<file path="src/rtl/fpm_32_mul_if.sv">
// Operand/result bundle for the binary32 multiply unit.
// There is no valid/ready handshake: the unit accepts a new x/y pair on every
// rising clk edge and presents the matching product on m three edges later.
interface fpm_32_mul_if;
    logic [31:0] x;
    logic [31:0] y;
    logic [31:0] m;

    modport master (output x, output y, input m);
    modport slave  (input x, input y, output m);
endinterface

</file>
<file path="src/rtl/fpm_32_mul.sv">
// Three-stage pipelined binary32 multiplier.
// Stage 1 unpacks and classifies the operands, with denormals flushed to zero.
// Stage 2 forms the sign, the biased exponent sum and the 48-bit significand product.
// Stage 3 normalizes, rounds to nearest-even, applies the exponent limits and
// the special-case overrides, then packs the result.
// Outputs are flushed to zero and there are no exception flags.
module fpm_32_mul (
    input  logic          clk,
    input  logic          rst,
    fpm_32_mul_if.slave   bus
);

    localparam logic [31:0] QNAN = 32'h7FC0_0000;

    // ---------------- stage 1: unpack / classify ----------------
    logic        zx, zy, ix, iy, nx, ny;

    assign zx = (bus.x[30:23] == 8'h00);
    assign zy = (bus.y[30:23] == 8'h00);
    assign ix = (bus.x[30:23] == 8'hFF) && (bus.x[22:0] == 23'd0);
    assign iy = (bus.y[30:23] == 8'hFF) && (bus.y[22:0] == 23'd0);
    assign nx = (bus.x[30:23] == 8'hFF) && (bus.x[22:0] != 23'd0);
    assign ny = (bus.y[30:23] == 8'hFF) && (bus.y[22:0] != 23'd0);

    logic        s1_sx, s1_sy;
    logic [7:0]  s1_ex, s1_ey;
    logic [23:0] s1_mx, s1_my;
    logic        s1_zx, s1_zy, s1_ix, s1_iy, s1_nx, s1_ny;

    // Register operand fields and classes; zero-class operands lose their hidden one.
    always_ff @(posedge clk or posedge rst) begin
        if (rst) begin
            s1_sx <= 1'b0;
            s1_sy <= 1'b0;
            s1_ex <= 8'd0;
            s1_ey <= 8'd0;
            s1_mx <= 24'd0;
            s1_my <= 24'd0;
            s1_zx <= 1'b0;
            s1_zy <= 1'b0;
            s1_ix <= 1'b0;
            s1_iy <= 1'b0;
            s1_nx <= 1'b0;
            s1_ny <= 1'b0;
        end else begin
            s1_sx <= bus.x[31];
            s1_sy <= bus.y[31];
            s1_ex <= bus.x[30:23];
            s1_ey <= bus.y[30:23];
            s1_mx <= zx ? 24'd0 : {1'b1, bus.x[22:0]};
            s1_my <= zy ? 24'd0 : {1'b1, bus.y[22:0]};
            s1_zx <= zx;
            s1_zy <= zy;
            s1_ix <= ix;
            s1_iy <= iy;
            s1_nx <= nx;
            s1_ny <= ny;
        end
    end

    // ---------------- stage 2: multiply ----------------
    logic               sign2;
    logic signed [9:0]  exp_sum;
    logic               spec2;
    logic [31:0]        spec_val2;

    assign sign2   = s1_sx ^ s1_sy;
    assign exp_sum = $signed({2'b00, s1_ex}) + $signed({2'b00, s1_ey}) - 10'sd127;

    // Special operand combinations override the arithmetic result, NaN first.
    always_comb begin
        spec2     = 1'b0;
        spec_val2 = 32'd0;
        if (s1_nx || s1_ny) begin
            spec2     = 1'b1;
            spec_val2 = QNAN;
        end else if ((s1_ix && s1_zy) || (s1_iy && s1_zx)) begin
            spec2     = 1'b1;
            spec_val2 = QNAN;
        end else if (s1_ix || s1_iy) begin
            spec2     = 1'b1;
            spec_val2 = {sign2, 8'hFF, 23'd0};
        end else if (s1_zx || s1_zy) begin
            spec2     = 1'b1;
            spec_val2 = {sign2, 31'd0};
        end
    end

    logic               s2_sign;
    logic signed [9:0]  s2_exp;
    logic [47:0]        s2_prod;
    logic               s2_spec;
    logic [31:0]        s2_spec_val;

    // Register the product, exponent sum and any special-case result.
    always_ff @(posedge clk or posedge rst) begin
        if (rst) begin
            s2_sign     <= 1'b0;
            s2_exp      <= 10'sd0;
            s2_prod     <= 48'd0;
            s2_spec     <= 1'b0;
            s2_spec_val <= 32'd0;
        end else begin
            s2_sign     <= sign2;
            s2_exp      <= exp_sum;
            s2_prod     <= s1_mx * s1_my;
            s2_spec     <= spec2;
            s2_spec_val <= spec_val2;
        end
    end

    // ---------------- stage 3: normalize / round / pack ----------------
    logic [22:0]        frac_t;
    logic               g_bit, r_bit, s_bit, rnd;
    logic signed [10:0] exp_n, exp_f;
    logic [23:0]        frac_r;
    logic [31:0]        res;

    // Select the 23 kept fraction bits, round to nearest-even, then pack or override.
    always_comb begin
        frac_t = 23'd0;
        g_bit  = 1'b0;
        r_bit  = 1'b0;
        s_bit  = 1'b0;
        exp_n  = $signed({s2_exp[9], s2_exp});
        if (s2_prod[47]) begin
            frac_t = s2_prod[46:24];
            g_bit  = s2_prod[23];
            r_bit  = s2_prod[22];
            s_bit  = |s2_prod[21:0];
            exp_n  = $signed({s2_exp[9], s2_exp}) + 11'sd1;
        end else begin
            frac_t = s2_prod[45:23];
            g_bit  = s2_prod[22];
            r_bit  = s2_prod[21];
            s_bit  = |s2_prod[20:0];
        end
        rnd    = g_bit & (r_bit | s_bit | frac_t[0]);
        frac_r = {1'b0, frac_t} + {23'd0, rnd};
        // A carry out of the fraction means 1.111.. rounded up to 10.000..;
        // the kept fraction bits are already zero, only the exponent moves.
        exp_f  = frac_r[23] ? (exp_n + 11'sd1) : exp_n;

        if (s2_spec) begin
            res = s2_spec_val;
        end else if (exp_f >= 11'sd255) begin
            res = {s2_sign, 8'hFF, 23'd0};
        end else if (exp_f <= 11'sd0) begin
            res = {s2_sign, 31'd0};
        end else begin
            res = {s2_sign, exp_f[7:0], frac_r[22:0]};
        end
    end

    // Output register.
    always_ff @(posedge clk or posedge rst) begin
        if (rst) begin
            bus.m <= 32'd0;
        end else begin
            bus.m <= res;
        end
    end

endmodule

</file>
<file path="src/flat_wrapper.sv">
// flat-port wrapper written by rule: the top's interface ports become plain ports
module fpm_32_mul_flat 
  (clk, rst, bus_x, bus_y, bus_m);
  fpm_32_mul_if bus_i ();
  input  logic clk;
  input  logic rst;
  input wire logic [$bits(bus_i.x)-1:0] bus_x;
  input wire logic [$bits(bus_i.y)-1:0] bus_y;
  output wire logic [$bits(bus_i.m)-1:0] bus_m;
  assign bus_i.x = bus_x;
  assign bus_i.y = bus_y;
  assign bus_m = bus_i.m;
  fpm_32_mul u_core (.clk(clk), .rst(rst), .bus(bus_i));
endmodule
</file>
<file path="config.mk">
export PLATFORM = sky130hd
export DESIGN_NAME = fpm_32_mul_flat
export DESIGN_NICKNAME = d
export VERILOG_FILES = /design/src/rtl/fpm_32_mul_if.sv /design/src/rtl/fpm_32_mul.sv /design/src/flat_wrapper.sv
export SDC_FILE = /design/constraint.sdc
export NUM_CORES = 2
export LEC_CHECK = 0
export ABC_AREA = 1
export BUFFER_PORTS_ARGS = -buffer_cell sky130_fd_sc_hd__clkbuf_2
export CAP_MARGIN = 15
export CORE_AREA = 2 2 303 305
export CTS_CLUSTER_SIZE = 14
export DETAILED_ROUTE_END_ITERATION = 16
export DIE_AREA = 0 0 305 307
export SLEW_MARGIN = 10
export SYNTH_ARGS = -nofsm -noshare
export SYNTH_HDL_FRONTEND = slang
export SYNTH_SLANG_ARGS = --single-unit
</file>
<file path="constraint.sdc">
create_clock -name clk -period 7.05 [get_ports clk]
set_input_delay 1.7625 -clock clk [delete_from_list [all_inputs] [get_ports clk]]
set_output_delay 1.7625 -clock clk [all_outputs]
set_load 0.005 [all_outputs]
</file>
=== Yosys cells after proc, flatten, opt, wreduce, memory -nomap -nowiden ===
Cells that the tools add are included.

* Register bits: 196
* Bits in latches: 0
* Memory bits (writable): 0
* Memory bits (read-only): 0
* Input port bits: 66
* Output and inout port bits: 32
* Logic and storage cells: 69
* Memories kept: 0

* Add/subtract/negate cells: 5
* $mul: 1
* Div/mod/pow operators: 0
* $lt $le $gt $ge: 2
* Eq/ne operators: 2
* Shift operators: 0
* Muxes and demuxes: 19
* Bitwise logic cells: 4
* Reduce and logical (&&, ||, !) cells: 18

{| class="wikitable"
|+ Operators with widths
! cell !! number
|-
| $mux W32 || 5
|-
| $mux W31 || 2
|-
| $mul A24 B24 Y48 || 1
|-
| $mux W24 || 2
|-
| $logic_not A23 Y1 || 2
|-
| $reduce_bool A23 Y1 || 2
|-
| $add A23 B1 Y24 || 1
|-
| $mux W23 || 1
|-
| $mux W11 || 2
|-
| $reduce_or A22 Y1 || 1
|-
| $reduce_or A21 Y1 || 1
|-
| $eq A8 B8 Y1 const B || 2
|-
| $logic_not A8 Y1 || 2
|-
| $add A10 B2 Y11 const B || 1
|-
| $add A11 B2 Y11 const B || 1
|-
| $ge A11 B9 Y1 const B || 1
|-
| $le A11 B1 Y1 const B || 1
|-
| $sub A10 B8 Y10 const B || 1
|-
| $add A8 B8 Y9 || 1
|-
| $mux W1 || 7
|-
| $logic_and A1 B1 Y1 || 6
|-
| $logic_or A1 B1 Y1 || 4
|-
| $or A1 B1 Y1 || 2
|-
| $and A1 B1 Y1 || 1
|-
| $xor A1 B1 Y1 || 1
|}

=== Depth between registers and ports, before layout ===
* Depth after elaboration: 11
* Mapped depth: 28
* Gate-level depth less buffers: 27

=== Worst setup path before layout ===
Ideal clock, no wire load.

* Path kind: register -> register
* Start point: register u_core.s1_my[3]
* End point: register u_core.s2_prod[44]
* Setup time: 0.125 ns
* Data arrival time: 6.014 ns
* Required time: 6.925 ns
* Path slack: 0.912 ns
* Stages on the path, launching flop included: 28
* Path buffers: 1
* Clock period less this slack: 6.138 ns
* Cell sequence: dfrtp_1 > clkbuf_1 > nand2_1 > fa_1 > inv_1 > fa_1 > inv_1 > fa_1 > inv_1 > fa_1 > inv_1 > fa_1 > inv_1 > fa_1 > inv_1 > fa_1 > inv_1 > ha_1 > nand2_1 > nor2_1 > inv_1 > o21ai_0 > nand2_1 > nand2_1 > a21oi_1 > o21ai_0 > a21boi_0 > xnor2_1

* Word-level cells in the longest chain between the ends: 1

{| class="wikitable"
|+ Ends and longest elaborated chain
! item !! RTL line !! text
|-
| start: declaration || fpm_32_mul.sv:27 || <nowiki>logic [23:0] s1_mx, s1_my;</nowiki>
|-
| start signal: assignment || fpm_32_mul.sv:51 || <nowiki>s1_my <= zy ? 24'd0 : {1'b1, bus.y[22:0]};</nowiki>
|-
| $mul A24 B24 Y48 || fpm_32_mul.sv:106 || <nowiki>s2_prod <= s1_mx * s1_my;</nowiki>
|-
| end signal: assignment || fpm_32_mul.sv:106 ||
|-
| end: declaration || fpm_32_mul.sv:91 || <nowiki>logic [47:0] s2_prod;</nowiki>
|}

Every way passes these cells.

=== Worst setup path in the final report ===
* Start point: register u_core.s1_mx[15]
* End point: register u_core.s2_prod[45]

* Word-level cells in the longest chain between the ends: 1

{| class="wikitable"
|+ Ends and longest elaborated chain
! item !! RTL line !! text
|-
| start: declaration || fpm_32_mul.sv:27 ||
|-
| start signal: assignment || fpm_32_mul.sv:50 || <nowiki>s1_mx <= zx ? 24'd0 : {1'b1, bus.x[22:0]};</nowiki>
|-
| $mul A24 B24 Y48 || fpm_32_mul.sv:106 ||
|}

Every way passes these cells.

==> metrics <==
buffers added on ports=97; Post-Syn Area per Cell=7.98 sq um; EDFF count, synth=0; Worst path slowest cell=fa_1; DRC viols=0; top post-synthesis cells by area=fa_1 36%, dfrtp_1 16%, inv_1 14%; hold_ws=0.445 ns; Die H=307 microns; total congestion overflow=0; status=completed; setup_tns=0 ns; slowest cell delay on critical path=0.61 ns; worst path arrival time=7.20 ns; Nets=4191; First-pass DRT Iterations=5; # hold bufs at CTS=0; number of global-route vias before repair=21300; crit path launch type=flop; Tcrit/Tclk final=96.4%; setup violators final=0; Hold Vio Cnt, Final=0; die area=93600 sq um; Yosys reg bits=167; Area Growth Syn to Fin=10.6%; met2 wire len=32.7 mm; CORE AREA=90700 sq um; die width=305 microns; total global-route track usage=15.6%; DR WL/cell=15.0 microns; antenna-violating nets left=0; DR top layer=met4; maximum buffer depth of the clock tree=2; total CTS buffers=17; largest net degree at the start of global routing=58; starting density of the core=29.6%; Min-Delay Path Class=reg -> reg; Inserted Diodes=0; asr flop ratio synth=100%; metal3 WL=3.93 mm; share of cells above drive strength 1=9.00%; RSZ-0062 raised after global routing=no; IO Count=98; H-tree depth=4; Synth area leader=fa_1; syn_nets=4097; Netlist cell types=49; # Max-Cap Violations=0; Worst Path Required=7.46 ns; Final GP Congestion=0.905; M1 wire length=31.9 mm; number of vias per cell=4.41; CP Capture Type=flop; synthesized instance count=3361; Routed Wire Length=69.9 mm; Yosys Warn Count=0; Max Freq=147 MHz; worst-skew pair later-pin latency=0.48 ns; worst slew pin tran=1.05 ns; critical path class=reg -> reg; Slew Viols, Final=0; first-pass GRT wire length=115 mm; CTS sink count=167; reg2reg setup slack=0.26 ns; Period minus WS final=6.79 ns; Mapped Area=26800 sq um; root buffer cell=clkbuf_16; Iteration-0 DRC Markers=1334; initial antenna violation count=0; num rows=111; Synth top area share=36.0%; DR vias=20500; CP max FO=13; sequential area share after synthesis=15.6%; skew final=0.0133 ns; CTS tree=yes; Main synth FF type=dfrtp_1; Worst slew margin=29.2%; DP HPWL=59.8 mm; Worst-path clk slew=0.07 ns
[worst max-delay path, delay by kind of cell, from the launching register on]
| kind | cells | cell delay, ns |
|---|---|---|
| flip-flops | 1 | 0.53 |
| XOR/XNOR | 1 | 0.16 |
| adder cells (fa/ha/maj) | 8 | 3.85 |
| buffers and inverters | 8 | 0.65 |
| AO/OA/AOI/OAI | 2 | 0.35 |
| AND/OR/NAND/NOR | 7 | 1.15 |
[final cells by class]
| type | instances | area [sq um] |
|---|---|---|
| Sequential cell | 167 | 4220 |
| Fill cell | 9579 | 61000 |
| Multi-Input combinational cell | 2080 | 18400 |
| Clock buffer | 20 | 457 |
| Timing Repair Buffer | 190 | 1250 |
| Clock inverter | 11 | 91.3 |
| Tap cell | 1186 | 1480 |
| Inverter | 999 | 3760 |
[timing repair]
item,CTS,global route
buffers inserted,0,2
gates resized for setup,0,34
setup endpoints to repair,0,12
hold endpoints to repair,0,0
[kinds of logic after synthesis]
group,synth area share (%)
DFF,15.6
adders and majority gates,44.8
buffers and inverters,15.8
xor gates and xnor gates,2.02
and+or+nand+nor,18.1
AOI/OAI and AO/OA,3.69
[cells in the final DEF, fill, tap and decap left out, drive strengths merged, types with 5 or more instances in the layout]
master  count
o21ai      61
nand2     862
clkbuf    117
o21a        6
xor2       37
nor2      189
o31ai       5
inv      1004
a21boi      7
nand4      25
a21oi      66
nor4       19
a31oi       7
nor3        8
dfrtp     167
nand3      64
buf        93
o21bai      7
fa        483
ha        187
xnor2      25
[routing by layer]
layer | track usage, % | vias up
met5 | 0 | -
met4 | 3.76 | 0
met3 | 2.59 | 80
met2 | 25.6 | 502
met1 | 21.4 | 10200
li1 | - | 9757
[worst paths after layout]
path                                  startpoint                 end  cells past startpoint
worst max-delay path            u_core.s1_mx[15]  u_core.s2_prod[45]                     26
worst min-delay path              u_core.s2_sign    u_core.bus.m[31]                      2
worst max register to register  u_core.s1_mx[15]  u_core.s2_prod[45]                     26
worst min register to register    u_core.s2_sign    u_core.bus.m[31]                      2
max in group asynchronous                    rst    u_core.s1_mx[11]                      3
min in group asynchronous                    rst     u_core.s1_ey[6]                      2
[flip-flops by register name, indices dropped and copies added, names as in the netlist]
register            cells
u_core.s1_zx            1
u_core.s1_my           24
u_core.s1_sx            1
u_core.s2_sign          1
u_core.s2_exp          10
u_core.s1_ny            1
u_core.s1_ey            8
u_core.s1_nx            1
u_core.s1_ix            1
u_core.s2_spec_val      3
u_core.s2_spec          1
u_core.s1_ex            8
u_core.bus.m           32
u_core.s1_sy            1
u_core.s1_mx           24
u_core.s1_zy            1
u_core.s2_prod         48
u_core.s1_iy            1
[cell usage after synthesis, types with 3 or more instances]
cell / instances
a21o_1: 3
inv_1: 991
o21a_1: 6
a31oi_1: 7
nor2_1: 155
nand3b_1: 4
o21ai_1: 7
and3_1: 3
dfrtp_1: 167
clkbuf_1: 99
a21oi_1: 65
o21ai_0: 51
a21boi_0: 6
nand3_1: 60
fa_1: 483
nor2_2: 22
nor3_1: 8
ha_1: 187
nor2_4: 12
nand4_1: 25
o21bai_1: 7
o211ai_1: 3
buf_6: 6
nand3_2: 3
nand2_1: 854
inv_2: 7
buf_1: 5
nand2_2: 6
xnor2_1: 25
xor2_1: 37
nor4_1: 19
buf_2: 3
o31ai_1: 5
[per-stage QoR]
stage	area (sq um)	instances	util [%]	setup slack, ns
after detailed placement	29000	4619	32.0	0.0877
after CTS	29600	4650	32.6	0.0479
after floorplan	26800	3361	-	0.769
after global routing	29700	4653	32.7	0.00385
after global placement	29000	4619	32.0	0.119
final	29700	4653	32.7	0.257
Power is left out: the tool's default activity adds up to more than one toggle a clock period on the data nets, which glitch-free logic cannot reach.
